==> config.mk <==
export PLATFORM = sky130hd
export DESIGN_NAME = exc_commit
export DESIGN_NICKNAME = d
export VERILOG_FILES = /design/src/rtl/exc_commit.sv
export SDC_FILE = /design/constraint.sdc
export NUM_CORES = 1
export LEC_CHECK = 0
export BUFFER_PORTS_ARGS = -buffer_cell sky130_fd_sc_hd__buf_2
export CAP_MARGIN = 40
export CORE_UTILIZATION = 46
export DETAILED_ROUTE_END_ITERATION = 10
export PLACE_DENSITY = 0.81
export SYNTH_ARGS = -nofsm -noshare
export SYNTH_HDL_FRONTEND = slang
export SYNTH_SLANG_ARGS = --single-unit
export TNS_END_PERCENT = 30
==> constraint.sdc <==
create_clock -name clk -period 7.2 [get_ports clk]
set_input_delay 1.44 -clock clk [delete_from_list [all_inputs] [get_ports clk]]
set_output_delay 1.44 -clock clk [all_outputs]
set_load 0.01 [all_outputs]
==> src/rtl/exc_commit.sv <==
// Commit-stage exception arbiter: prioritises raw exception flags and interrupts, issues
// registered single-cycle commands to the CSR unit, and sequences RUN/IDLE/FLUSH. TLB-class exceptions need EXC_TLB_EN.
module exc_commit (
    input  logic        clk,
    input  logic        reset,
    input  logic        wb_valid,
    output logic        wb_ready,
    input  logic [31:0] wb_pc,
    input  logic [31:0] wb_vaddr,
    input  logic [14:0] wb_exc,
    input  logic        wb_is_ertn,
    input  logic        wb_is_idle,
    input  logic        wb_refetch,
    input  logic        csr_ie,
    input  logic [11:0] csr_lie,
    input  logic [11:0] csr_is,
    input  logic        csr_exlike,
    output logic        is_exc,
    output logic        is_ertn,
    output logic        is_fetch_again,
    output logic        is_idle,
    output logic [5:0]  excode,
    output logic [8:0]  esubcode,
    output logic [31:0] badvaddr,
    output logic [31:0] csr_pc,
    output logic        flush
);

    localparam logic [1:0] ST_RUN   = 2'd0;
    localparam logic [1:0] ST_IDLE  = 2'd1;
    localparam logic [1:0] ST_FLUSH = 2'd2;

`ifdef EXC_TLB_EN
    localparam logic [14:0] EXC_MASK = 15'h7FFF;
`else
    localparam logic [14:0] EXC_MASK = 15'h03F1;
`endif

    // Flag bit order equals priority order, so the lowest set bit wins.
    function automatic logic [3:0] first_set(input logic [14:0] v);
        logic [3:0] idx;
        idx = 4'd0;
        for (int i = 14; i >= 0; i--) begin
            if (v[i]) begin
                idx = i[3:0];
            end else begin
                idx = idx;
            end
        end
        return idx;
    endfunction

    // Returns {addr_sel[1:0], excode[5:0]}; addr_sel 1 = wb_pc, 2 = wb_vaddr, 0 = zero.
    function automatic logic [7:0] exc_info(input logic [3:0] idx);
        logic [7:0] r;
        case (idx)
            4'd0:    r = {2'd1, 6'h08};
            4'd1:    r = {2'd1, 6'h3F};
            4'd2:    r = {2'd1, 6'h03};
            4'd3:    r = {2'd1, 6'h07};
            4'd4:    r = {2'd0, 6'h0D};
            4'd5:    r = {2'd0, 6'h0E};
            4'd6:    r = {2'd0, 6'h0B};
            4'd7:    r = {2'd0, 6'h0C};
            4'd8:    r = {2'd2, 6'h08};
            4'd9:    r = {2'd2, 6'h09};
            4'd10:   r = {2'd2, 6'h3F};
            4'd11:   r = {2'd2, 6'h01};
            4'd12:   r = {2'd2, 6'h02};
            4'd13:   r = {2'd2, 6'h07};
            4'd14:   r = {2'd2, 6'h04};
            default: r = {2'd0, 6'h00};
        endcase
        return r;
    endfunction

    logic [1:0]  state_q, state_d;
    logic        ready_q, ready_d;
    logic        is_exc_q, is_exc_d, is_ertn_q, is_ertn_d;
    logic        is_fetch_again_q, is_fetch_again_d, is_idle_q, is_idle_d;
    logic        flush_q, flush_d;
    logic [5:0]  excode_q, excode_d;
    logic [8:0]  esubcode_q, esubcode_d;
    logic [31:0] badvaddr_q, badvaddr_d, csr_pc_q, csr_pc_d;
    logic        int_pend_s;
    logic [14:0] exc_flags_s;
    logic [7:0]  exc_info_s;

    // Next-state and command decode.
    always_comb begin
        int_pend_s       = csr_ie & (|(csr_lie & csr_is));
        exc_flags_s      = wb_exc & EXC_MASK;
        exc_info_s       = exc_info(first_set(exc_flags_s));
        state_d          = state_q;
        is_exc_d         = 1'b0;
        is_ertn_d        = 1'b0;
        is_fetch_again_d = 1'b0;
        is_idle_d        = 1'b0;
        excode_d         = excode_q;
        esubcode_d       = esubcode_q;
        badvaddr_d       = badvaddr_q;
        csr_pc_d         = csr_pc_q;
        case (state_q)
            ST_RUN: begin
                if (wb_valid) begin
                    if (int_pend_s || (|exc_flags_s)) begin
                        is_exc_d = 1'b1;
                        csr_pc_d = wb_pc;
                        state_d  = ST_FLUSH;
                        if (int_pend_s) begin
                            excode_d   = 6'h00;
                            esubcode_d = 9'd0;
                            badvaddr_d = 32'd0;
                        end else begin
                            excode_d   = exc_info_s[5:0];
                            esubcode_d = (first_set(exc_flags_s) == 4'd8) ? 9'd1 : 9'd0;
                            case (exc_info_s[7:6])
                                2'd1:    badvaddr_d = wb_pc;
                                2'd2:    badvaddr_d = wb_vaddr;
                                default: badvaddr_d = 32'd0;
                            endcase
                        end
                    end else if (wb_is_ertn || wb_refetch) begin
                        is_ertn_d        = wb_is_ertn;
                        is_fetch_again_d = wb_refetch;
                        state_d          = ST_FLUSH;
                    end else if (wb_is_idle) begin
                        is_idle_d = 1'b1;
                        csr_pc_d  = wb_pc;
                        state_d   = ST_IDLE;
                    end else begin
                        state_d = ST_RUN;
                    end
                end else begin
                    state_d = ST_RUN;
                end
            end
            ST_IDLE: begin
                // csr_pc still holds the IDLE instruction's PC from the is_idle command.
                if (int_pend_s) begin
                    is_exc_d   = 1'b1;
                    excode_d   = 6'h00;
                    esubcode_d = 9'd0;
                    badvaddr_d = 32'd0;
                    state_d    = ST_FLUSH;
                end else begin
                    state_d = ST_IDLE;
                end
            end
            ST_FLUSH: begin
                if (csr_exlike) begin
                    state_d = ST_RUN;
                end else begin
                    state_d = ST_FLUSH;
                end
            end
            default: state_d = ST_RUN;
        endcase
        flush_d = (state_d == ST_FLUSH);
        ready_d = (state_d == ST_RUN);
    end

    // State and registered command outputs.
    always_ff @(posedge clk) begin
        if (reset) begin
            state_q          <= ST_RUN;
            ready_q          <= 1'b1;
            is_exc_q         <= 1'b0;
            is_ertn_q        <= 1'b0;
            is_fetch_again_q <= 1'b0;
            is_idle_q        <= 1'b0;
            flush_q          <= 1'b0;
            excode_q         <= 6'd0;
            esubcode_q       <= 9'd0;
            badvaddr_q       <= 32'd0;
            csr_pc_q         <= 32'd0;
        end else begin
            state_q          <= state_d;
            ready_q          <= ready_d;
            is_exc_q         <= is_exc_d;
            is_ertn_q        <= is_ertn_d;
            is_fetch_again_q <= is_fetch_again_d;
            is_idle_q        <= is_idle_d;
            flush_q          <= flush_d;
            excode_q         <= excode_d;
            esubcode_q       <= esubcode_d;
            badvaddr_q       <= badvaddr_d;
            csr_pc_q         <= csr_pc_d;
        end
    end

    assign wb_ready       = ready_q;
    assign is_exc         = is_exc_q;
    assign is_ertn        = is_ertn_q;
    assign is_fetch_again = is_fetch_again_q;
    assign is_idle        = is_idle_q;
    assign flush          = flush_q;
    assign excode         = excode_q;
    assign esubcode       = esubcode_q;
    assign badvaddr       = badvaddr_q;
    assign csr_pc         = csr_pc_q;

endmodule

Yosys cells after proc, flatten, opt, wreduce, memory -nomap -nowiden
Memories as Yosys holds them, arrays and structs flattened.
Index checks and enable logic that the tools add are counted.
{"block": "totals", "latch_bits": 0, "memories": 1, "inputBits": 111, "ram_bits": 0, "rom_bits": 128, "reg_bits": 87, "output_inout_bits": 85, "wordCells": 82}
{"memory": "(no name shown)", "depth": 16, "word_bits": 8, "rd": 1, "rd_clocked_by_memory_dff": 0, "write_ports": 0, "line": "56", "source": "case (idx)"}
{"block": "op_classes", "n_mux": 43, "n_reduce_logical": 12, "shift": 0, "n_mul": 0, "n_bitwise": 5, "n_lt_le_gt_ge": 0, "eq_ne": 10, "div": 0, "n_addsub": 0}
{"cell": "32-bit two-way mux", "n": 7}
{"cell": "32-bit case mux with 2 select lines", "n": 2}
{"cell": "4-bit two-way mux", "n": 11}
{"cell": "9-bit two-way mux", "n": 3}
{"cell": "6-bit two-way mux", "n": 4}
{"cell": "9-bit case mux with 2 select lines", "n": 1}
{"cell": "12-bit AND", "n": 1}
{"cell": "6-bit case mux with 2 select lines", "n": 1}
{"cell": "12-bit OR reduction", "n": 1}
{"cell": "2-bit two-way mux", "n": 5}
{"cell": "5-bit OR reduction", "n": 2}
{"cell": "2-bit inequality test (second input constant)", "n": 4}
{"cell": "4-bit AND reduction", "n": 2}
{"cell": "1-bit two-way mux", "n": 7}
{"cell": "7-bit OR reduction", "n": 1}
{"cell": "2-bit equality test (second input constant)", "n": 3}
{"cell": "2-bit case mux with 3 select lines", "n": 1}
{"cell": "2-bit by 1-bit equality test with 1-bit output (second input constant)", "n": 2}
{"cell": "4-bit equality test (second input constant)", "n": 1}
{"cell": "2-bit logical NOT", "n": 2}
{"cell": "2-bit nonzero test", "n": 2}
{"cell": "1-bit inverter", "n": 3}
{"cell": "1-bit logical OR", "n": 2}
{"cell": "1-bit case mux with 2 select lines", "n": 1}
{"cell": "1-bit AND", "n": 1}

Logic depth before layout (Yosys ltp)
Gate-level depths: netlist of run 1.
{"block": "logic_depth", "ltp_word": 17, "ltp_mapped": 9, "depth_no_buf": 8}

Worst setup path after synthesis of run 1
Ideal clock, no wire load.
{"block": "synth_timing", "path_kind": "input -> register", "start": "input wb_exc[9]", "end": "register excode_q[0] (netlist: excode[0])", "path_buffers": 0, "setup_slack_ns": 3.933, "required_time_ns": 7.083, "arrival_ns": 3.151, "path_stages": 7, "setup_ns": 0.117, "cell_sequence": "nor2b_1 > o311ai_0 > ha_1 > a21oi_1 > o21a_1 > a31o_2 > a22o_1"}
{"block": "synth_between", "elab_chain_cells": 12, "elab_cells_between_ends": 16, "cone_classes": "eq/ne: 1; mux: 11; reduce/logical: 3; memory: 1"}
{"element": "start, declared", "line": "10", "source": "input logic [14:0] wb_exc,"}
{"element": "4-bit two-way mux", "line": "44", "source": "if (v[i]) begin"}
{"element": "4-bit two-way mux"}
{"element": "4-bit two-way mux (2 in series)", "line": "44"}
{"element": "4-bit two-way mux (3 in series)"}
{"element": "memory 16 x 8 bit"}
{"element": "6-bit two-way mux", "line": "110", "source": "if (int_pend_s) begin"}
{"element": "6-bit two-way mux", "line": "106", "source": "if (int_pend_s || (|exc_flags_s)) begin"}
{"element": "6-bit two-way mux", "line": "105", "source": "if (wb_valid) begin"}
{"element": "6-bit case mux with 2 select lines", "line": "103", "source": "case (state_q)"}
{"element": "end signal, assigned", "line": "185", "source": "excode_q <= excode_d;"}
{"element": "end, declared", "line": "82", "source": "logic [5:0] excode_q, excode_d;"}
Several ways; a longest one is shown, not always the timed one. The select of a mux whose other input is x is not followed.
A chain may end at the register's enable or synchronous reset.

Final worst setup path of run 1
{"block": "layout_timing", "start": "input csr_lie[0]", "end": "register excode_q[4] (netlist: excode[4])"}
{"block": "layout_between", "elab_chain_cells": 7, "elab_cells_between_ends": 11, "cone_classes": "eq/ne: 2; mux: 4; bitwise: 2; reduce/logical: 3"}
{"element": "start, declared", "line": "15", "source": "input logic [11:0] csr_lie,"}
{"element": "12-bit AND *", "line": "91", "source": "int_pend_s = csr_ie & (|(csr_lie & csr_is));"}
{"element": "12-bit OR reduction *", "line": "91"}
{"element": "1-bit AND *", "line": "91"}
{"element": "6-bit two-way mux", "line": "110"}
{"element": "6-bit two-way mux", "line": "106"}
{"element": "6-bit two-way mux", "line": "105"}
{"element": "6-bit case mux with 2 select lines", "line": "103"}
Every way passes the cells marked *; elsewhere a longest branch is shown, timed or not. The select of a mux whose other input is x is not followed.

==> summary.txt, run 1 <==
Setup path
  – CP required: 7.47 ns
  – Worst setup path category: in2reg
  – Startpoint Class: primary input
  – Critical Path AT: 3.78 ns
  – Crit-path max FO: 25
  – Worst setup EP type: flop

GRT
  – First-pass GRT wire length: 15000 µm
  – Initial antenna violation count: 0
  – Largest net degree at the start of global routing: 73
  – Remaining global-route overflow: 0
  – Total track usage: 22.5%
  – Vias in the first global route: 3132

Route
  – Router iterations before antenna repair: 4
  – DR DRC count: 0
  – DR vias: 3259
  – Via-per-instance ratio: 5.16
  – Detailed-route wire length per cell: 14.9 µm
  – Routed wire length: 9420 µm
  – Final ANT Viol Nets: 0
  – DRT iter0 DRCs: 87

Floorplanning
  – Die area: 8480 µm²
  – Die height: 92.1 µm
  – # rows: 32
  – Starting density of the core: 48.0%
  – Die width: 92.1 µm
  – Top Ports: 196
  – Total core area: 7770 µm²

Power and ir drop
  – Clock share of power: 35.9%
  – PD cells: 198 nW/µm²
  – Int Power: 0.717 mW
  – Worst vdd ir: 114 µV
  – Static leakage: 2.23 nW
  – Combinational power share: 16.1%
  – Switch share: 25.5%
  – Psw: 0.245 mW
  – Sequential Power Share: 48.0%

Clock tree
  – Clk Latency, worst-skew pair: 0.32 ns
  – Maximum level of the CTS H-tree: 3
  – Hold buffers post-CTS: 0
  – CTS tree: done
  – Clk sinks: 78
  – CTS root buffer: clkbuf_8
  – Post-cts repair resize count: 0
  – Post-CTS setup buffer count: 0
  – Number of buffers created by CTS: 9
  – Reg clk slew, reported paths: 0.07 ns
  – Maximum clock path buffer count: 2

STA
  – Final Hold Viols: 0
  – Fmax: 0.285 GHz
  – Clock skew: 0.00890 ns
  – RSZ-0062 raised after global routing: no
  – Setup TNS Final: 0 ns
  – Final max-slew violation count: 0
  – Final period util: 48.7%
  – Tmin final: 3.51 ns
  – Final setup vio count: 0
  – Worst slew pin tran: 0.751 ns
  – Max_slew headroom: 49.9%
  – Hold Worst Slack: 0.460 ns

Synth
  – Syn. warnings: 0
  – Area share of the largest cell type after synthesis: 41.9%
  – Synthesis-stage register bit count: 78
  – Synth area leaders: dfxtp_1, mux2i_1, nand2b_1
  – Part of the Yosys area used for sequential elements: 41.9%
  – Cell Area, Synth: 3730 µm²
  – Cells after Synth: 357
  – Synth async-reset ratio: 0%
  – Synth area leader: dfxtp_1
  – Ys flop type: dfxtp_1
  – Mean post-synth cell area: 10.5 µm²
  – Count of cell types in the netlist: 42
  – EDFF count, synth: 0

Outcome
  – Status: complete, no violations

Final layout
  – Layout cells sized above 1: 40.2%
  – Area Overhead vs Synth: 29.9%
  – Number of diodes: 0
  – Most common cell after layout, fill and taps aside: buf_2
  – Commonest cells after routing, fill and taps aside: buf_2, dfxtp_1, nand2b_1, mux2i_1, o2bb2ai_1
  – Nets: 643

Job
  – Number of max-cap violations: 0

Placement
  – Routability cong.: 0.883
  – HPWL after detailed placement: 7020 µm
  – Port bufs: 179

Min path
  – Tightest Hold Check Type: reg2reg
[final cells by class]
type,instances,area (µm²)
fillers,673,2920
multi-input cells,250,2000
clock inverters,4,72.6
repair buffers,184,942
well taps,102,128
inverters,3,11.3
clock buffers,11,131
flip-flops and latches,78,1560
[Yosys cell counts, types with 4 or more instances]
cell	instances
a21oi_1	9
a22oi_1	7
a31oi_1	4
buf_2	9
buf_4	9
buf_6	5
clkbuf_1	10
dfxtp_1	78
ha_1	6
mux2i_1	64
nand2_1	6
nand2b_1	67
nand3_1	4
nor2_1	9
nor3_1	4
o2bb2ai_1	20
o2bb2ai_2	11
[critical path, stage by stage]
cell,delay (ns)
buf_2,0.09
a22oi_1,0.18
nand2_1,0.14
o311ai_2,0.56
nor3b_4,0.74
buf_4,0.43
a22o_1,0.19
[power by group through the flow]
stage | registers [mW] | clock network [mW] | logic, mW
5_1_grt | 0.464 | 0.372 | 0.170
6_report | 0.462 | 0.345 | 0.155
2_1_floorplan | 0.481 | 0 | 0.0799
3_3_place_gp | 0.471 | 0 | 0.150
3_5_place_dp | 0.472 | 0 | 0.155
4_1_cts | 0.462 | 0.352 | 0.156
[cell families after synthesis]
group / Yosys count / synth area share [%]
muxes: 64 / 17.2
buffers and inverters: 36 / 5.83
other: 1 / 0.101
AOI/OAI and AO/OA: 67 / 16.0
DFF: 78 / 41.9
and+or+nand+nor: 105 / 17.0
adders and majority gates: 6 / 2.01
[flip-flops by register name (all words and copies together), names as in the netlist]
signal	flops
csr_pc	32
esubcode	1
is_fetch_again	1
flush	1
excode	5
is_ertn	1
wb_ready	1
state_q	2
is_exc	1
is_idle	1
badvaddr	32
[per-stage QoR]
| stage | cells | setup WS [ns] | util, % | power (mW) | instance area [µm²] |
|---|---|---|---|---|---|
| after floorplan | 364 | 3.93 | - | 0.561 | 3760 |
| after global placement | 615 | 3.41 | 59.5 | 0.621 | 4620 |
| after detailed placement | 617 | 3.35 | 59.8 | 0.627 | 4640 |
| after CTS | 632 | 3.70 | 62.4 | 0.970 | 4850 |
| after global routing | 632 | 3.56 | 62.4 | 1.01 | 4850 |
| final | 632 | 3.69 | 62.4 | 0.962 | 4850 |
[path summary, 6_finish.rpt]
path	from	endpoint	slack [ns]	depth (start not counted)
min	badvaddr[11]$_SDFFE_PP0P_	badvaddr[11]$_SDFFE_PP0P_	0.46	1
min reg2reg	badvaddr[11]$_SDFFE_PP0P_	badvaddr[11]$_SDFFE_PP0P_	0.46	1
max reg2reg	state_q[1]$_SDFF_PP0_	badvaddr[9]$_SDFFE_PP0P_	4.96	4
max	csr_lie[0]	excode[4]$_SDFFE_PP0P_	3.69	7
[routing by layer]
layer / global-route usage [%] / vias up / wire [µm]
met5: 0 / - / 0
met4: 7.29 / 0 / 137
met3: 4.31 / 15 / 517
met2: 41.2 / 126 / 4790
met1: 26.3 / 1512 / 3970
li1: - / 1606 / -
Note: power is estimated with default switching activity, not from simulation.
==> inputs of run 2 (changes only) <==
--- a/config.mk
+++ b/config.mk
@@ -7,9 +7,9 @@
 export LEC_CHECK = 0
 export BUFFER_PORTS_ARGS = -buffer_cell sky130_fd_sc_hd__buf_2
 export CAP_MARGIN = 40
-export CORE_UTILIZATION = 46
+export CORE_UTILIZATION = 41
 export DETAILED_ROUTE_END_ITERATION = 10
-export PLACE_DENSITY = 0.81
+export PLACE_DENSITY = 0.77
 export SYNTH_ARGS = -nofsm -noshare
 export SYNTH_HDL_FRONTEND = slang
 export SYNTH_SLANG_ARGS = --single-unit
==> constraint.sdc (replaced) <==
create_clock -name clk -period 2.9 [get_ports clk]
set_input_delay 0.58 -clock clk [delete_from_list [all_inputs] [get_ports clk]]
set_output_delay 0.58 -clock clk [all_outputs]
set_load 0.01 [all_outputs]
==> summary.txt, run 2 (synthesis gave the netlist of run 1 again) <==
Clock tree
  – Hold buffers post-CTS: 0 (unchanged)
  – Number of buffers created by CTS: 9 (unchanged)
  – Clk Latency, worst-skew pair: 0.34 ns (+0.02 ns)
  – CTS tree: done
  – Maximum clock path buffer count: 2 (unchanged)
  – Maximum level of the CTS H-tree: 3 (unchanged)
  – Post-cts repair resize count: 0 (unchanged)
  – Post-CTS setup buffer count: 0 (unchanged)
  – Clk sinks: 78 (unchanged)
  – CTS root buffer: clkbuf_8
  – Reg clk slew, reported paths: 0.08 ns (about the same)

Setup path
  – CP required: 3.16 ns (-4.31 ns)
  – Worst setup EP type: flop
  – Crit-path max FO: 31 (+24%)
  – Worst setup path category: reg2reg
  – Startpoint Class: flop
  – Critical Path AT: 2.52 ns (-1.26 ns)

Power and ir drop
  – Static leakage: 2.25 nW (+1.0%)
  – Sequential Power Share: 48.7% (+0.7 points)
  – Pwr Total: 2.35 mW (+140%)
  – Psw: 0.630 mW (+160%)
  – Worst vdd ir: 218 µV (+91%)
  – Clock share of power: 34.8% (-1.1 points)
  – PD cells: 481 nW/µm² (+140%)
  – Combinational power share: 16.5% (+0.4 points)
  – Int Power: 1.72 mW (+140%)
  – Switch share: 26.8% (+1.3 points)

STA
  – Final Hold Viols: 0 (unchanged)
  – Max_slew headroom: 59.3% (+9.4 points)
  – Worst slew pin tran: 0.605 ns (-0.146 ns)
  – Tmin final: 2.26 ns
  – Final setup vio count: 0 (unchanged)
  – RSZ-0062 raised after global routing: no
  – Setup TNS Final: 0 ns (unchanged)
  – Clock skew: 0.00891 ns (+0.0000138 ns)
  – Final period util: 78.0%
  – Fmax: 0.442 GHz
  – Final max-slew violation count: 0 (unchanged)

GRT
  – Initial antenna violation count: 0 (unchanged)
  – Total track usage: 20.5% (-2.0 points)
  – Largest net degree at the start of global routing: 48 (-34%)
  – Vias in the first global route: 3189 (+1.8%)
  – Remaining global-route overflow: 0 (unchanged)
  – First-pass GRT wire length: 15700 µm (+4.9%)

Floorplanning
  – Die width: 97.4 µm (+5.8%)
  – Starting density of the core: 42.6% (-5.5 points)
  – Die height: 97.4 µm (+5.8%)
  – Die area: 9490 µm² (+12%)
  – Total core area: 8760 µm² (+13%)
  – # rows: 34 (+6.3%)
  – Top Ports: 196 (unchanged)

Route
  – Router iterations before antenna repair: 4 (unchanged)
  – Final ANT Viol Nets: 0 (unchanged)
  – Routed wire length: 9720 µm (+3.2%)
  – Detailed-route wire length per cell: 15.1 µm (+1.3%)
  – Via-per-instance ratio: 5.11 (-0.90%)
  – DR DRC count: 0 (unchanged)
  – DR vias: 3291 (+0.98%)
  – DRT iter0 DRCs: 127 (+46%)

Outcome
  – Status: complete, no violations

Placement
  – Port bufs: 179 (unchanged)
  – Routability cong.: 0.841 (-4.8%)
  – HPWL after detailed placement: 7150 µm (+1.8%)
  – Dpl cell area: 4690 µm² (+1.1%)

Final layout
  – Most common cell after layout, fill and taps aside: buf_2
  – Commonest cells after routing, fill and taps aside: buf_2, dfxtp_1, nand2b_1, mux2i_1, o2bb2ai_1
  – Number of diodes: 0 (unchanged)
  – Layout cells sized above 1: 41.2% (+1.0 points)
  – Post-Layout Inst Area: 4890 µm² (+0.93%)
  – Nets: 648 (+0.78%)
  – Post-layout util: 55.8% (-6.6 points)
  – Fill count: 814 (+21%)
  – Area Overhead vs Synth: 31.2%

Job
  – Number of max-cap violations: 0 (unchanged)

Min path
  – Tightest Hold Check Type: reg2reg
## run 2: cell count changes in the layout (fill, tap and decap cells not counted)
| cell | change |
|---|---|
| clkinv_4 | +1 |
| buf_4 | +6 |
| clkbuf_8 | +1 |
| clkbuf_1 | -1 |
| bufinv_16 | -1 |
| buf_1 | -1 |
| clkinvlp_4 | +1 |
## run 2: path summary, 6_finish.rpt
path	cells past startpoint	slack (ns)	endpoint	startpoint
worst max-delay path	4	0.64	badvaddr[10]$_SDFFE_PP0P_	state_q[1]$_SDFF_PP0_
worst min-delay path	1	0.47	excode[2]$_SDFFE_PP0P_	excode[2]$_SDFFE_PP0P_
worst max register to register	4	0.64	badvaddr[10]$_SDFFE_PP0P_	state_q[1]$_SDFF_PP0_
worst min register to register	1	0.47	excode[2]$_SDFFE_PP0P_	excode[2]$_SDFFE_PP0P_
## run 2: final cells by class
cell class | instances | area (µm²) | share of cell area [%]
Clock buffer | 11 | 141 | 2.89
Clock inverter | 5 | 58.8 | 1.20
Inverter | 3 | 11.3 | 0.230
Multi-Input combinational cell | 250 | 2000 | 40.9
Sequential cell | 78 | 1560 | 31.9
Tap cell | 108 | 135 | 2.76
Timing Repair Buffer | 189 | 983 | 20.1
## run 2: per-stage QoR
step | std cells | setup WS [ns] | hold slack (ns)
after CTS | 644 | 0.647 | 0.470
final | 644 | 0.638 | 0.468
after floorplan | 364 | 0.493 | 0.488
after global placement | 628 | 0.395 | 0.441
after detailed placement | 628 | 0.314 | 0.443
after global routing | 644 | 0.519 | 0.478
## run 2: metal layers
layer | part of all wire [%] | GRT usage (%)
met1 | 43 | 25.5
met2 | 50 | 35.2
met3 | 5.2 | 3.88
met4 | 1.8 | 7.81
met5 | 0 | 0
## run 2: worst max-delay path: stages, from the launching register on
cell and delay, ns:
dfxtp_1 0.35, or3b_1 0.47, nand2b_1 0.32, or4_4 0.79, o2bb2ai_1 0.25
## run 2: power by group through the flow
stage | registers, mW | logic (mW) | clock network [mW]
floorplan | 1.19 | 0.198 | 0
global placement | 1.17 | 0.381 | 0
detailed placement | 1.17 | 0.390 | 0
CTS | 1.15 | 0.391 | 0.841
global route | 1.15 | 0.425 | 0.885
finish | 1.15 | 0.388 | 0.819
==> inputs of run 3 (changes only) <==
--- a/config.mk
+++ b/config.mk
@@ -7,9 +7,9 @@
 export LEC_CHECK = 0
 export BUFFER_PORTS_ARGS = -buffer_cell sky130_fd_sc_hd__buf_2
 export CAP_MARGIN = 40
-export CORE_UTILIZATION = 41
+export CORE_UTILIZATION = 45
 export DETAILED_ROUTE_END_ITERATION = 10
-export PLACE_DENSITY = 0.77
+export PLACE_DENSITY = 0.8
 export SYNTH_ARGS = -nofsm -noshare
 export SYNTH_HDL_FRONTEND = slang
 export SYNTH_SLANG_ARGS = --single-unit
==> constraint.sdc (replaced) <==
create_clock -name clk -period 2.12 [get_ports clk]
set_input_delay 0.424 -clock clk [delete_from_list [all_inputs] [get_ports clk]]
set_output_delay 0.424 -clock clk [all_outputs]
set_load 0.01 [all_outputs]
==> summary.txt, run 3 (synthesis gave the netlist of run 1 again) <==
Route
  – DR vias: 3318 (+0.82%)
  – Router iterations before antenna repair: 4 (unchanged)
  – Via-per-instance ratio: 5.08 (-0.57%)
  – Detailed-route wire length per cell: 14.7 µm (-3.0%)
  – Final ANT Viol Nets: 0 (unchanged)
  – DR DRC count: 0 (unchanged)
  – Routed wire length: 9570 µm (-1.6%)
  – DRT iter0 DRCs: 99 (-22%)

Power and ir drop
  – Sequential Power Share: 48.9% (+0.2 points)
  – Psw: 0.837 mW (+33%)
  – Int Power: 2.37 mW (+38%)
  – PD cells: 637 nW/µm² (+32%)
  – Static leakage: 2.35 nW (+4.6%)
  – Combinational power share: 17.7% (+1.2 points)
  – Clock share of power: 33.4% (-1.4 points)
  – Worst vdd ir: 287 µV (+32%)
  – Switch share: 26.1% (-0.70 points)

Setup path
  – Worst setup path category: reg2reg
  – Critical Path AT: 2.15 ns (-0.37 ns)
  – R2R cell count: 5 (+1)
  – Startpoint Class: flop
  – FF-to-FF Start: state_q[1]$_SDFF_PP0_
  – Worst setup EP type: flop
  – R2R setup slack: 0.23 ns (-0.41 ns)
  – Reg2reg end: badvaddr[14]$_SDFFE_PP0P_
  – Crit-path max FO: 20 (-35%)
  – CP required: 2.37 ns (-0.79 ns)

GRT
  – First-pass GRT wire length: 15100 µm (-4.1%)
  – Vias in the first global route: 3237 (+1.5%)
  – Remaining global-route overflow: 0 (unchanged)
  – Total track usage: 22.1% (+1.6 points)
  – Initial antenna violation count: 0 (unchanged)
  – Largest net degree at the start of global routing: 50 (+4.2%)

Floorplanning
  – Die area: 8660 µm² (-8.7%)
  – Die width: 93.1 µm (-4.5%)
  – Total core area: 7890 µm² (-10%)
  – Die height: 93.1 µm (-4.5%)
  – Top Ports: 196 (unchanged)
  – # rows: 32 (-5.9%)
  – Starting density of the core: 47.3% (+4.7 points)

Final layout
  – Post-layout util: 63.9% (+8.0 points)
  – Layout cells sized above 1: 43.0% (+1.8 points)
  – Nets: 665 (+2.6%)
  – Area Overhead vs Synth: 35.0%
  – Commonest cells after routing, fill and taps aside: buf_2, dfxtp_1, nand2b_1, mux2i_1, buf_4
  – Fill count: 641 (-21%)
  – Multi-input logic area: 2000 µm² (unchanged)
  – Most common cell after layout, fill and taps aside: buf_2
  – Post-Layout Cell Count: 653 (+1.4%)
  – Reg area: 1560 µm² (unchanged)
  – Number of diodes: 0 (unchanged)

Clock tree
  – CTS root buffer: clkbuf_8
  – Number of buffers created by CTS: 9 (unchanged)
  – Hold buffers post-CTS: 0 (unchanged)
  – Reg clk slew, reported paths: 0.08 ns (about the same)
  – Maximum level of the CTS H-tree: 3 (unchanged)
  – CTS tree: done
  – Maximum clock path buffer count: 2 (unchanged)
  – Post-CTS setup buffer count: 0 (unchanged)
  – Clk sinks: 78 (unchanged)
  – Clk Latency, worst-skew pair: 0.33 ns (about the same)
  – Post-cts repair resize count: 0 (unchanged)

Min path
  – Hold Path Stages: 2 (+1)
  – Hold path startpoint: wb_is_ertn
  – Hold Path Sink: is_ertn$_SDFF_PP0_
  – Tightest Hold Check Type: in2reg

STA
  – Final setup margin: 0.225 ns (-0.413 ns)
  – Clock skew: 0.00548 ns (-0.00343 ns)
  – RSZ-0062 raised after global routing: no
  – Fmax: 0.528 GHz (+19%)
  – Final Hold Viols: 0 (unchanged)
  – Final period util: 89.4% (+11 points)
  – Final setup vio count: 0 (unchanged)
  – Hold Worst Slack: 0.342 ns (-0.125 ns)
  – Final max-slew violation count: 0 (unchanged)
  – Tmin final: 1.89 ns (-0.367 ns)
  – Setup TNS Final: 0 ns (unchanged)

Placement
  – HPWL after detailed placement: 7380 µm (+3.2%)
  – Cells after DPL: 639 (+1.8%)
  – Dpl ws: -0.0295 ns (-0.344 ns)
  – Port bufs: 179 (unchanged)
  – Routability cong.: 0.822 (-2.3%)

Job
  – Number of max-cap violations: 0 (unchanged)

Outcome
  – Status: complete, no violations
==> run 3: changes by cell type in the layout (fill, tap and decap cells not counted), sizes merged <==
cell / before / now
buf: 189 / 206
clkinvlp: 2 / 0
clkbuf: 11 / 10
clkinv: 2 / 3
==> run 3: cell type report <==
| type | instances | share of cell area [%] |
|---|---|---|
| Multi-Input combinational cell | 250 | 39.7 |
| Clock buffer | 10 | 2.73 |
| Clock inverter | 4 | 0.969 |
| Timing Repair Buffer | 206 | 22.8 |
| Sequential cell | 78 | 31.0 |
| Tap cell | 102 | 2.53 |
| Inverter | 3 | 0.224 |
==> run 3: worst max-delay path by stage <==
stage	startpoint	to	slack [ns]
3_5_place_dp	csr_lie[1]	badvaddr[25]$_SDFFE_PP0P_	-0.03
3_3_place_gp	wb_exc[6]	badvaddr[3]$_SDFFE_PP0P_	0.04
6_report	state_q[1]$_SDFF_PP0_	badvaddr[14]$_SDFFE_PP0P_	0.23
4_1_cts	state_q[1]$_SDFF_PP0_	badvaddr[14]$_SDFFE_PP0P_	0.22
5_1_grt	state_q[1]$_SDFF_PP0_	badvaddr[22]$_SDFFE_PP0P_	0.15
2_1_floorplan	wb_valid	badvaddr[0]$_SDFFE_PP0P_	0.05
==> run 3: critical path, stage by stage, from the launching register on <==
cell,delay [ns]
dfxtp_1,0.35
or3b_1,0.40
nand2b_1,0.18
or4_4,0.53
buf_12,0.18
o2bb2ai_1,0.16
==> run 3: routing by layer <==
metal  vias to the layer above  routed length (µm)  global-route usage, %
li1                       1640                   -                      -
met1                      1551                4250                   26.8
met2                       119                4690                   38.7
met3                         8                 541                   4.55
met4                         0                  89                   7.69
met5                         -                   0                      0
==> run 3: power groups by stage <==
stage | Combinational (mW) | Clock, mW | Sequential, mW
global route | 0.619 | 1.16 | 1.58
finish | 0.569 | 1.07 | 1.57
floorplan | 0.272 | 0 | 1.63
global placement | 0.553 | 0 | 1.60
CTS | 0.571 | 1.09 | 1.57
detailed placement | 0.569 | 0 | 1.60
==> run 3: per-stage QoR <==
stage	area (µm²)	power (mW)
CTS	5040	3.24
detailed placement	4850	2.17
global placement	4850	2.15
finish	5040	3.21
floorplan	3760	1.91
global route	5040	3.36
